==> src/rtl/arm_mem_arbiter.sv <==
`default_nettype none
// ============================================================================
// Module   : arm_mem_arbiter
// Brief    : Boot loader plus round-robin fetch/data arbiter for one
//            arm_memory port, with registered per-request responses.
// Revision : 1.0
// ============================================================================
module arm_mem_arbiter #(
    parameter logic [31:0] BOOT_BASE = 32'h0000_0000,
    parameter int          MEM_LAT   = 1,
    parameter bit          SKIP_BOOT = 1'b0
) (
    input  logic        clk,
    input  logic        rst_n,
    input  logic        ld_valid,
    input  logic [31:0] ld_data,
    input  logic        ld_last,
    output logic        ld_ready,
    output logic        boot_done,
    output logic        boot_err,
    input  logic        r0_req,
    input  logic [31:0] r0_addr,
    output logic        r0_gnt,
    input  logic        r1_req,
    input  logic        r1_we,
    input  logic [31:0] r1_addr,
    input  logic [31:0] r1_wdata,
    output logic        r1_gnt,
    output logic        rsp_valid,
    output logic        rsp_id,
    output logic [31:0] rsp_rdata,
    output logic        rsp_err,
    output logic [31:0] mem_addr,
    output logic [31:0] mem_wdata,
    output logic        mem_we,
    input  logic [31:0] mem_rdata,
    input  logic        mem_excpt
);

    typedef enum logic [2:0] {
        S_BOOT_WAIT = 3'd0,
        S_BOOT_WR   = 3'd1,
        S_IDLE      = 3'd2,
        S_ACCESS    = 3'd3,
        S_RESP      = 3'd4
    } state_t;

    localparam logic [1:0] c_LAT_LAST  = 2'(MEM_LAT - 1);
    localparam state_t     c_RST_STATE = SKIP_BOOT ? S_IDLE : S_BOOT_WAIT;

    state_t      r_state;
    state_t      w_state_nxt;
    logic [1:0]  r_cnt;
    logic [31:0] r_ptr;
    logic        r_ld_last;
    logic        r_ld_ready;
    logic        r_boot_done;
    logic        r_boot_err;
    logic        r_last;
    logic        r_id;
    logic        r_we;
    logic        r_misalign;
    logic        r_r0_gnt;
    logic        r_r1_gnt;
    logic        r_rsp_valid;
    logic        r_rsp_id;
    logic [31:0] r_rsp_rdata;
    logic        r_rsp_err;
    logic [31:0] r_mem_addr;
    logic [31:0] r_mem_wdata;
    logic        r_mem_we;

    logic        w_lat_done;
    logic        w_accept;
    logic        w_any_req;
    logic        w_winner;
    logic [31:0] w_sel_addr;
    logic        w_sel_we;
    logic        w_misalign;

    assign w_lat_done = (r_cnt == c_LAT_LAST);
    assign w_accept   = (r_state == S_BOOT_WAIT) && ld_valid && r_ld_ready;
    assign w_any_req  = r0_req || r1_req;
    // On a tie the requester that was not granted last wins.
    assign w_winner   = r1_req && (!r0_req || !r_last);
    assign w_sel_addr = w_winner ? r1_addr : r0_addr;
    assign w_sel_we   = w_winner && r1_we;
    assign w_misalign = (w_sel_addr[1:0] != 2'b00);

    always_ff @(posedge clk or negedge rst_n) begin
        if (!rst_n) begin
            r_state <= c_RST_STATE;
        end else begin
            r_state <= w_state_nxt;
        end
    end

    always_comb begin
        w_state_nxt = r_state;
        case (r_state)
            S_BOOT_WAIT: if (w_accept)   w_state_nxt = S_BOOT_WR;
            S_BOOT_WR:   if (w_lat_done) w_state_nxt = r_ld_last ? S_IDLE : S_BOOT_WAIT;
            S_IDLE:      if (w_any_req)  w_state_nxt = S_ACCESS;
            S_ACCESS:    if (r_misalign || w_lat_done) w_state_nxt = S_RESP;
            S_RESP:      w_state_nxt = S_IDLE;
            default:     w_state_nxt = c_RST_STATE;
        endcase
    end

    always_ff @(posedge clk or negedge rst_n) begin
        if (!rst_n) begin
            r_cnt       <= 2'd0;
            r_ptr       <= BOOT_BASE;
            r_ld_last   <= 1'b0;
            r_ld_ready  <= 1'b0;
            r_boot_done <= SKIP_BOOT;
            r_boot_err  <= 1'b0;
            r_last      <= 1'b1;
            r_id        <= 1'b0;
            r_we        <= 1'b0;
            r_misalign  <= 1'b0;
            r_r0_gnt    <= 1'b0;
            r_r1_gnt    <= 1'b0;
            r_rsp_valid <= 1'b0;
            r_rsp_id    <= 1'b0;
            r_rsp_rdata <= 32'h0;
            r_rsp_err   <= 1'b0;
            r_mem_addr  <= 32'h0;
            r_mem_wdata <= 32'h0;
            r_mem_we    <= 1'b0;
        end else begin
            r_mem_we    <= 1'b0;
            r_r0_gnt    <= 1'b0;
            r_r1_gnt    <= 1'b0;
            r_rsp_valid <= 1'b0;
            r_rsp_id    <= 1'b0;
            r_rsp_rdata <= 32'h0;
            r_rsp_err   <= 1'b0;
            r_ld_ready  <= (w_state_nxt == S_BOOT_WAIT);
            r_cnt       <= ((w_state_nxt == r_state) &&
                            (r_state == S_BOOT_WR || r_state == S_ACCESS)) ? r_cnt + 2'd1 : 2'd0;
            case (r_state)
                S_BOOT_WAIT: begin
                    if (w_accept) begin
                        r_mem_addr  <= r_ptr;
                        r_mem_wdata <= ld_data;
                        r_mem_we    <= 1'b1;
                        r_ld_last   <= ld_last;
                    end
                end
                S_BOOT_WR: begin
                    if (w_lat_done) begin
                        r_boot_err <= r_boot_err | mem_excpt;
                        r_ptr      <= r_ptr + 32'd4;
                        if (r_ld_last) r_boot_done <= 1'b1;
                    end
                end
                S_IDLE: begin
                    if (w_any_req) begin
                        r_last     <= w_winner;
                        r_id       <= w_winner;
                        r_we       <= w_sel_we;
                        r_misalign <= w_misalign;
                        r_r0_gnt   <= !w_winner;
                        r_r1_gnt   <= w_winner;
                        // A misaligned request never reaches memory.
                        if (!w_misalign) begin
                            r_mem_addr <= w_sel_addr;
                            r_mem_we   <= w_sel_we;
                            if (w_sel_we) r_mem_wdata <= r1_wdata;
                        end
                    end
                end
                S_ACCESS: begin
                    if (r_misalign || w_lat_done) begin
                        r_rsp_valid <= 1'b1;
                        r_rsp_id    <= r_id;
                        r_rsp_err   <= r_misalign | mem_excpt;
                        r_rsp_rdata <= (r_misalign || mem_excpt || r_we) ? 32'h0 : mem_rdata;
                    end
                end
                default: ;
            endcase
        end
    end

    assign ld_ready  = r_ld_ready;
    assign boot_done = r_boot_done;
    assign boot_err  = r_boot_err;
    assign r0_gnt    = r_r0_gnt;
    assign r1_gnt    = r_r1_gnt;
    assign rsp_valid = r_rsp_valid;
    assign rsp_id    = r_rsp_id;
    assign rsp_rdata = r_rsp_rdata;
    assign rsp_err   = r_rsp_err;
    assign mem_addr  = r_mem_addr;
    assign mem_wdata = r_mem_wdata;
    assign mem_we    = r_mem_we;

endmodule
`default_nettype wire

==> config.mk <==
export PLATFORM = sky130hd
export DESIGN_NAME = arm_mem_arbiter
export DESIGN_NICKNAME = d
export VERILOG_FILES = /design/src/rtl/arm_mem_arbiter.sv
export SDC_FILE = /design/constraint.sdc
export NUM_CORES = 1
export LEC_CHECK = 0
export ABC_AREA = 0
export CAP_MARGIN = 5
export CORE_ASPECT_RATIO = 0.9
export CORE_MARGIN = 2
export CORE_UTILIZATION = 47
export DETAILED_ROUTE_END_ITERATION = 10
export HOLD_SLACK_MARGIN = 0.05
export PLACE_DENSITY = 0.91
export SKIP_LAST_GASP = 1
export SLEW_MARGIN = 0
export SYNTH_ARGS = -nofsm -noshare
export SYNTH_HDL_FRONTEND = slang
export SYNTH_SLANG_ARGS = --single-unit
==> constraint.sdc <==
create_clock -name clk -period 2.8 [get_ports clk]
set_input_delay 0.56 -clock clk [delete_from_list [all_inputs] [get_ports clk]]
set_output_delay 0.56 -clock clk [all_outputs]
set_load 0.05 [all_outputs]
==> results of run 1 <==
registers in the layout, indices dropped and copies added (netlist names), 2 cells and up:
name	cells
mem_addr	32
mem_wdata	32
r_cnt	2
r_ptr	30
r_state	3
rsp_rdata	32
final timing paths:
check	from	endpoint	slack, ns	cells after the start
worst max-delay path	r_state[1]	mem_addr[26]	0.38	4
worst min-delay path	rst_n	mem_addr[24]	0.11	1
worst max register to register	r_state[1]	mem_addr[26]	0.38	4
worst min register to register	boot_err	boot_err	0.47	1
max in group asynchronous	rst_n	r_ptr[8]	1.92	2
min in group clk	boot_err	boot_err	0.47	1
kinds of logic after synthesis:
| family | after synthesis | share of synthesized area, % |
|---|---|---|
| DFF | 145 | 54.5 |
| and+or+nand+nor | 136 | 11.4 |
| muxes | 128 | 22.7 |
| buffers and inverters | 36 | 3.23 |
| AOI/OAI and AO/OA | 42 | 3.72 |
| xor gates and xnor gates | 30 | 3.94 |
| adders and majority gates | 3 | 0.564 |
per-layer routing:
metal  wire (um)  vias up
li1            -     2354
met1        6480     2492
met2        9160      203
met3        1330       23
met4         263        0
met5           0        -
cell usage after synthesis, drive strengths merged (2+ instances only):
master  count
xnor2      28
and4        4
a21o        3
nor3b       3
mux2       97
nor4b       2
a21oi      30
nand2      11
and3        6
clkbuf      2
or2         2
inv         5
nand2b      2
nand4      14
nor3        3
dfrtp     144
mux2i      31
buf        29
nor2       38
nand3      12
xor2        2
and2       35
o21bai      2
ha          3
nor4        2
final cells by class:
type,count,area share (%)
sequential,145,35.6
inverter,5,0.184
clock inverter,12,1.54
multi-input combinational,339,27.9
tap,193,2.37
clock buffer,20,4.47
timing repair buffer,284,27.9
per-stage QoR:
stage | utilization (%) | cells | instance area (um2) | hold slack (ns)
6_report | 73.2 | 998 | 10200 | 0.113
5_1_grt | 73.2 | 998 | 10200 | 0.144
4_1_cts | 73.2 | 998 | 10200 | 0.123
2_1_floorplan | - | 520 | 6660 | 0.264
3_5_place_dp | 68.8 | 966 | 9590 | 0.457
3_3_place_gp | 68.8 | 966 | 9590 | 0.444
critical path: stages, from the launching register on:
cell      delay (ns)
dfrtp_1         0.49
nor3b_4         0.34
nand2_1         0.18
o21bai_4        0.83
mux2_2          0.43
where the power goes:
| group | switching, uW | leakage (uW) | internal [uW] |
|---|---|---|---|
| clock | 873 | 0.000281 | 1450 |
| combinational | 2680 | 0.00223 | 2030 |
| sequential | 377 | 0.00189 | 2630 |
==> flow_metrics.env, run 1 <==
export IMPL_grt_ovfl_total=0
export IMPL_cts_root_buffer="clkbuf_16"
export IMPL_slew_viol_final=0
export IMPL_vias=5072
export IMPL_place_ws_ns=-0.0323
export IMPL_leakagePower_uw=0.00441
export IMPL_cts_buffers=17
export IMPL_hp_class="input port to asynchronous set/reset pin"
export IMPL_outcome="finished, final reports clean"
export IMPL_netlist_cell_type_count=46
export IMPL_setup_violations=0
export IMPL_arrival_ns=2.72
export IMPL_powerDensity_nw_per_um2=984
export IMPL_avgRoutedWirePerCell_um=17.3
export IMPL_seq_area_frac_synth_pct=54.5
export IMPL_critPathKind="register to register"
export IMPL_synth_top_cell_area_share_pct=54.1
export IMPL_final_common_cell="clkdlybuf4s50_1"
export IMPL_synth_edf_count=0
export IMPL_start_kind="register"
export IMPL_grt_busiest_layer="met2"
export IMPL_postCtsResizedCells=0
export IMPL_antenna_cells=0
export IMPL_synth_top_area_cell="dfrtp_1"
export IMPL_use_met1_pct=25.5
export IMPL_synthCells=520
export IMPL_path_clk_slew_ns=0.06
export IMPL_min_period_ns=2.42
export IMPL_grt_pass1_wl_um=26800
export IMPL_grt_use_met3_pct=8.09
export IMPL_dp_hpwl_um=12500
export IMPL_tritoncts="done"
export IMPL_synthFlopType="dfrtp_1"
export IMPL_setup_tns_ns=0
export IMPL_grt_pass1_vias=5383
export IMPL_ios=273
export IMPL_antenna_found_initial=0
export IMPL_ys_warn_count=0
export IMPL_start_util_pct=47.7
export IMPL_finClkSkew_ns=0.00659
export IMPL_tightest_slew_ns=1.02
export IMPL_syn_area_per_cell_um2=12.8
export IMPL_ant_nets=0
export IMPL_async_flop_share_pct=100
export IMPL_slew_headroom_pct=32.1
export IMPL_multi_input_area_um2=2850
export IMPL_hold_viol=0
export IMPL_ctsHoldBuffers=0
export IMPL_grt_setup_unrepaired="no"
export IMPL_final_nets=963
export IMPL_drc=0
export IMPL_ir_drop_v=0.000928
export IMPL_die_h_um=117
export IMPL_ctsLongestPathBuffers=2
export IMPL_finalCritPeriodShare_pct=86.5
export IMPL_worstPathMaxFanout=32
export IMPL_die_x_um=129
export IMPL_htree_levels=4
export IMPL_area_growth_pct=53.2
export IMPL_core_rowCount=41
export IMPL_initialDrtViolationCount=312
export IMPL_layout_setup_ws_ns=0.378
export IMPL_grtUsageTotal_pct=23.3
export IMPL_grt_util_met2_pct=42.4
export IMPL_gp_congestion=0.770
export IMPL_crit_path_end_kind="register"
export IMPL_viasPerCell=5.08
export IMPL_p_total_uw=10000
export IMPL_regArea_um2=3630
export IMPL_drive_gt1_share_pct=18.4
export IMPL_clock_latency_ns=0.42
export IMPL_cts_sinks=145
export IMPL_synth_area_leaders="dfrtp_1, mux2_2, mux2_4"
export IMPL_synth_nets=691
export IMPL_maxCapViolations=0
export IMPL_fmax_mhz=413
export IMPL_port_buffers=272
export IMPL_ys_seq_elements=145
export IMPL_required_ns=3.10
export IMPL_wl_um=17200
export IMPL_fillerInstances=937
export IMPL_firstDrtPassIters=4
export IMPL_cts_setup_buffers=0
export IMPL_core_um2=14000
export IMPL_final_cell_mix="clkdlybuf4s50_1, dfrtp_1, mux2_2"
export IMPL_die_area_um2=15100
export IMPL_netlist_area_um2=6660
export IMPL_grt_max_degree=64
Power figures use the tool's default switching activity.
==> run 2: changes to the inputs <==
--- a/config.mk
+++ b/config.mk
@@ -5,14 +5,13 @@
 export SDC_FILE = /design/constraint.sdc
 export NUM_CORES = 1
 export LEC_CHECK = 0
-export ABC_AREA = 0
 export CAP_MARGIN = 5
 export CORE_ASPECT_RATIO = 0.9
 export CORE_MARGIN = 2
-export CORE_UTILIZATION = 47
+export CORE_UTILIZATION = 43
 export DETAILED_ROUTE_END_ITERATION = 10
 export HOLD_SLACK_MARGIN = 0.05
-export PLACE_DENSITY = 0.91
+export PLACE_DENSITY = 0.84
 export SKIP_LAST_GASP = 1
 export SLEW_MARGIN = 0
 export SYNTH_ARGS = -nofsm -noshare
==> constraint.sdc (replaced) <==
create_clock -name clk -period 2.45 [get_ports clk]
set_input_delay 0.49 -clock clk [delete_from_list [all_inputs] [get_ports clk]]
set_output_delay 0.49 -clock clk [all_outputs]
set_load 0.05 [all_outputs]
==> run 2 against run 1 <==
Effect of this change:
- clock skew is 0.0049 ns higher
- critical path type unchanged
- total power is 14% higher
- critical path depth is 3 higher
- combinational power is 14% higher
==> flow_metrics.env, run 2 (same netlist as run 1, synthesis figures left out) <==
export IMPL_worst_r2r_cell_count=7
export IMPL_arrival_ns=2.48
export IMPL_setup_tns_ns=0
export IMPL_outcome="finished, final reports clean"
export IMPL_postCtsResizedCells=0
export IMPL_area_growth_pct=53.5
export IMPL_setup_violations=0
export IMPL_grt_setup_unrepaired="no"
export IMPL_tightest_slew_ns=0.568
export IMPL_min_period_ns=2.18
export IMPL_path_clk_slew_ns=0.06
export IMPL_cts_buffers=17
export IMPL_grtUsageTotal_pct=20.8
export IMPL_p_total_uw=11400
export IMPL_worst_r2r_setup_slack_ns=0.27
export IMPL_initialDrtViolationCount=200
export IMPL_cts_sinks=145
export IMPL_ir_drop_v=0.000989
export IMPL_final_nets=964
export IMPL_cts_root_buffer="clkbuf_16"
export IMPL_finalCritPeriodShare_pct=89.1
export IMPL_final_common_cell="clkdlybuf4s50_1"
export IMPL_ios=273
export IMPL_antenna_found_initial=0
export IMPL_hp_class="input port to asynchronous set/reset pin"
export IMPL_gp_congestion=0.785
export IMPL_ant_nets=0
export IMPL_avgRoutedWirePerCell_um=16.6
export IMPL_start_util_pct=43.6
export IMPL_grt_pass1_vias=5416
export IMPL_die_x_um=135
export IMPL_tritoncts="done"
export IMPL_powerDensity_nw_per_um2=1120
export IMPL_finClkSkew_ns=0.0115
export IMPL_swShare_pct=38.6
export IMPL_grt_ovfl_total=0
export IMPL_core_rowCount=43
export IMPL_slew_headroom_pct=61.8
export IMPL_crit_path_end_kind="register"
export IMPL_maxCapViolations=0
export IMPL_r2r_start="r_cnt[0]"
export IMPL_core_um2=15300
export IMPL_antenna_cells=0
export IMPL_die_h_um=122
export IMPL_clock_latency_ns=0.42
export IMPL_power_frac_seq_pct=30.1
export IMPL_internal_power_uw=7010
export IMPL_start_kind="register"
export IMPL_ctsHoldBuffers=0
export IMPL_die_area_um2=16500
export IMPL_hold_viol=0
export IMPL_leakagePower_uw=0.00442
export IMPL_r2r_end="r_ptr[29]"
export IMPL_grt_pass1_wl_um=26700
export IMPL_required_ns=2.75
export IMPL_viasPerCell=4.96
export IMPL_slew_viol_final=0
export IMPL_cts_setup_buffers=0
export IMPL_combPwrFrac_pct=46.9
export IMPL_vias=4988
export IMPL_grt_max_degree=61
export IMPL_switchingPower_uw=4410
export IMPL_endpoint="r_ptr[29]"
export IMPL_wl_um=16700
export IMPL_final_cell_mix="clkdlybuf4s50_1, dfrtp_1, mux2_2"
export IMPL_worstPathMaxFanout=12
export IMPL_drive_gt1_share_pct=18.3
export IMPL_fmax_mhz=458
export IMPL_critPathKind="register to register"
export IMPL_ctsLongestPathBuffers=2
export IMPL_clock_power_share_pct=23.1
export IMPL_htree_levels=4
export IMPL_drc=0
export IMPL_dp_hpwl_um=12100
export IMPL_startpoint="r_cnt[0]"
export IMPL_firstDrtPassIters=4
export IMPL_port_buffers=272
-- run 2: cell types whose count changed in the layout (fill, tap and decap cells not counted), sizes merged --
| cell | previous run | this run |
|---|---|---|
| clkinvlp | 6 | 2 |
| buf | 13 | 14 |
| clkinv | 2 | 3 |
-- run 2: power groups by stage --
stage / combinational (uW) / clock [uW] / sequential, uW
final: 5350 / 2630 / 3430
after detailed placement: 5390 / 0 / 3450
after global placement: 5270 / 0 / 3430
after CTS: 5410 / 2680 / 3430
after floorplan: 1990 / 0 / 5060
after global routing: 5660 / 2790 / 3500
-- run 2: stage by stage --
step | utilization, % | std cells | hold slack [ns] | setup slack, ns | instance area (um2)
2_1_floorplan | - | 520 | 0.194 | 0.513 | 6660
3_3_place_gp | 63.0 | 976 | 0.442 | 0.123 | 9620
3_5_place_dp | 63.0 | 976 | 0.464 | 0.0633 | 9620
4_1_cts | 66.9 | 1005 | 0.0575 | 0.227 | 10200
5_1_grt | 66.9 | 1005 | 0.0820 | 0.0896 | 10200
6_report | 66.9 | 1005 | 0.0403 | 0.268 | 10200
-- run 2: how the worst min path moves through the flow --
stage	startpoint	end	slack, ns	cells after the start
finish	rst_n	mem_addr[22]	0.04	1
global route	rst_n	mem_addr[24]	0.08	1
CTS	rst_n	r_ptr[6]	0.06	1
detailed placement	r_id	r_id	0.46	1
global placement	boot_err	boot_err	0.44	1
floorplan	rst_n	boot_done	0.19	0
-- run 2: cell type report --
| class | instances | area (um2) |
|---|---|---|
| Tap cell | 202 | 253 |
| Multi-Input combinational cell | 339 | 2850 |
| Clock inverter | 9 | 133 |
| Inverter | 5 | 18.8 |
| Fill cell | 1108 | 5060 |
| Clock buffer | 20 | 467 |
| Timing Repair Buffer | 285 | 2870 |
| Sequential cell | 145 | 3630 |
-- run 2: worst max-delay path, cell delays in order, from the launching register on --
cell and delay (ns):
dfrtp_1 0.35, inv_1 0.10, ha_1 0.21, nor4bb_1 0.31
buf_4 0.22, and4_1 0.52, nand4_1 0.19, xnor2_1 0.17
-- run 2: routing by layer --
layer	global-route usage (%)	share of wire [%]	wire [um]
met1	24.7	40	6640
met2	35.7	51	8550
met3	6.91	7.2	1210
met4	7.36	1.9	325
met5	0	0	0
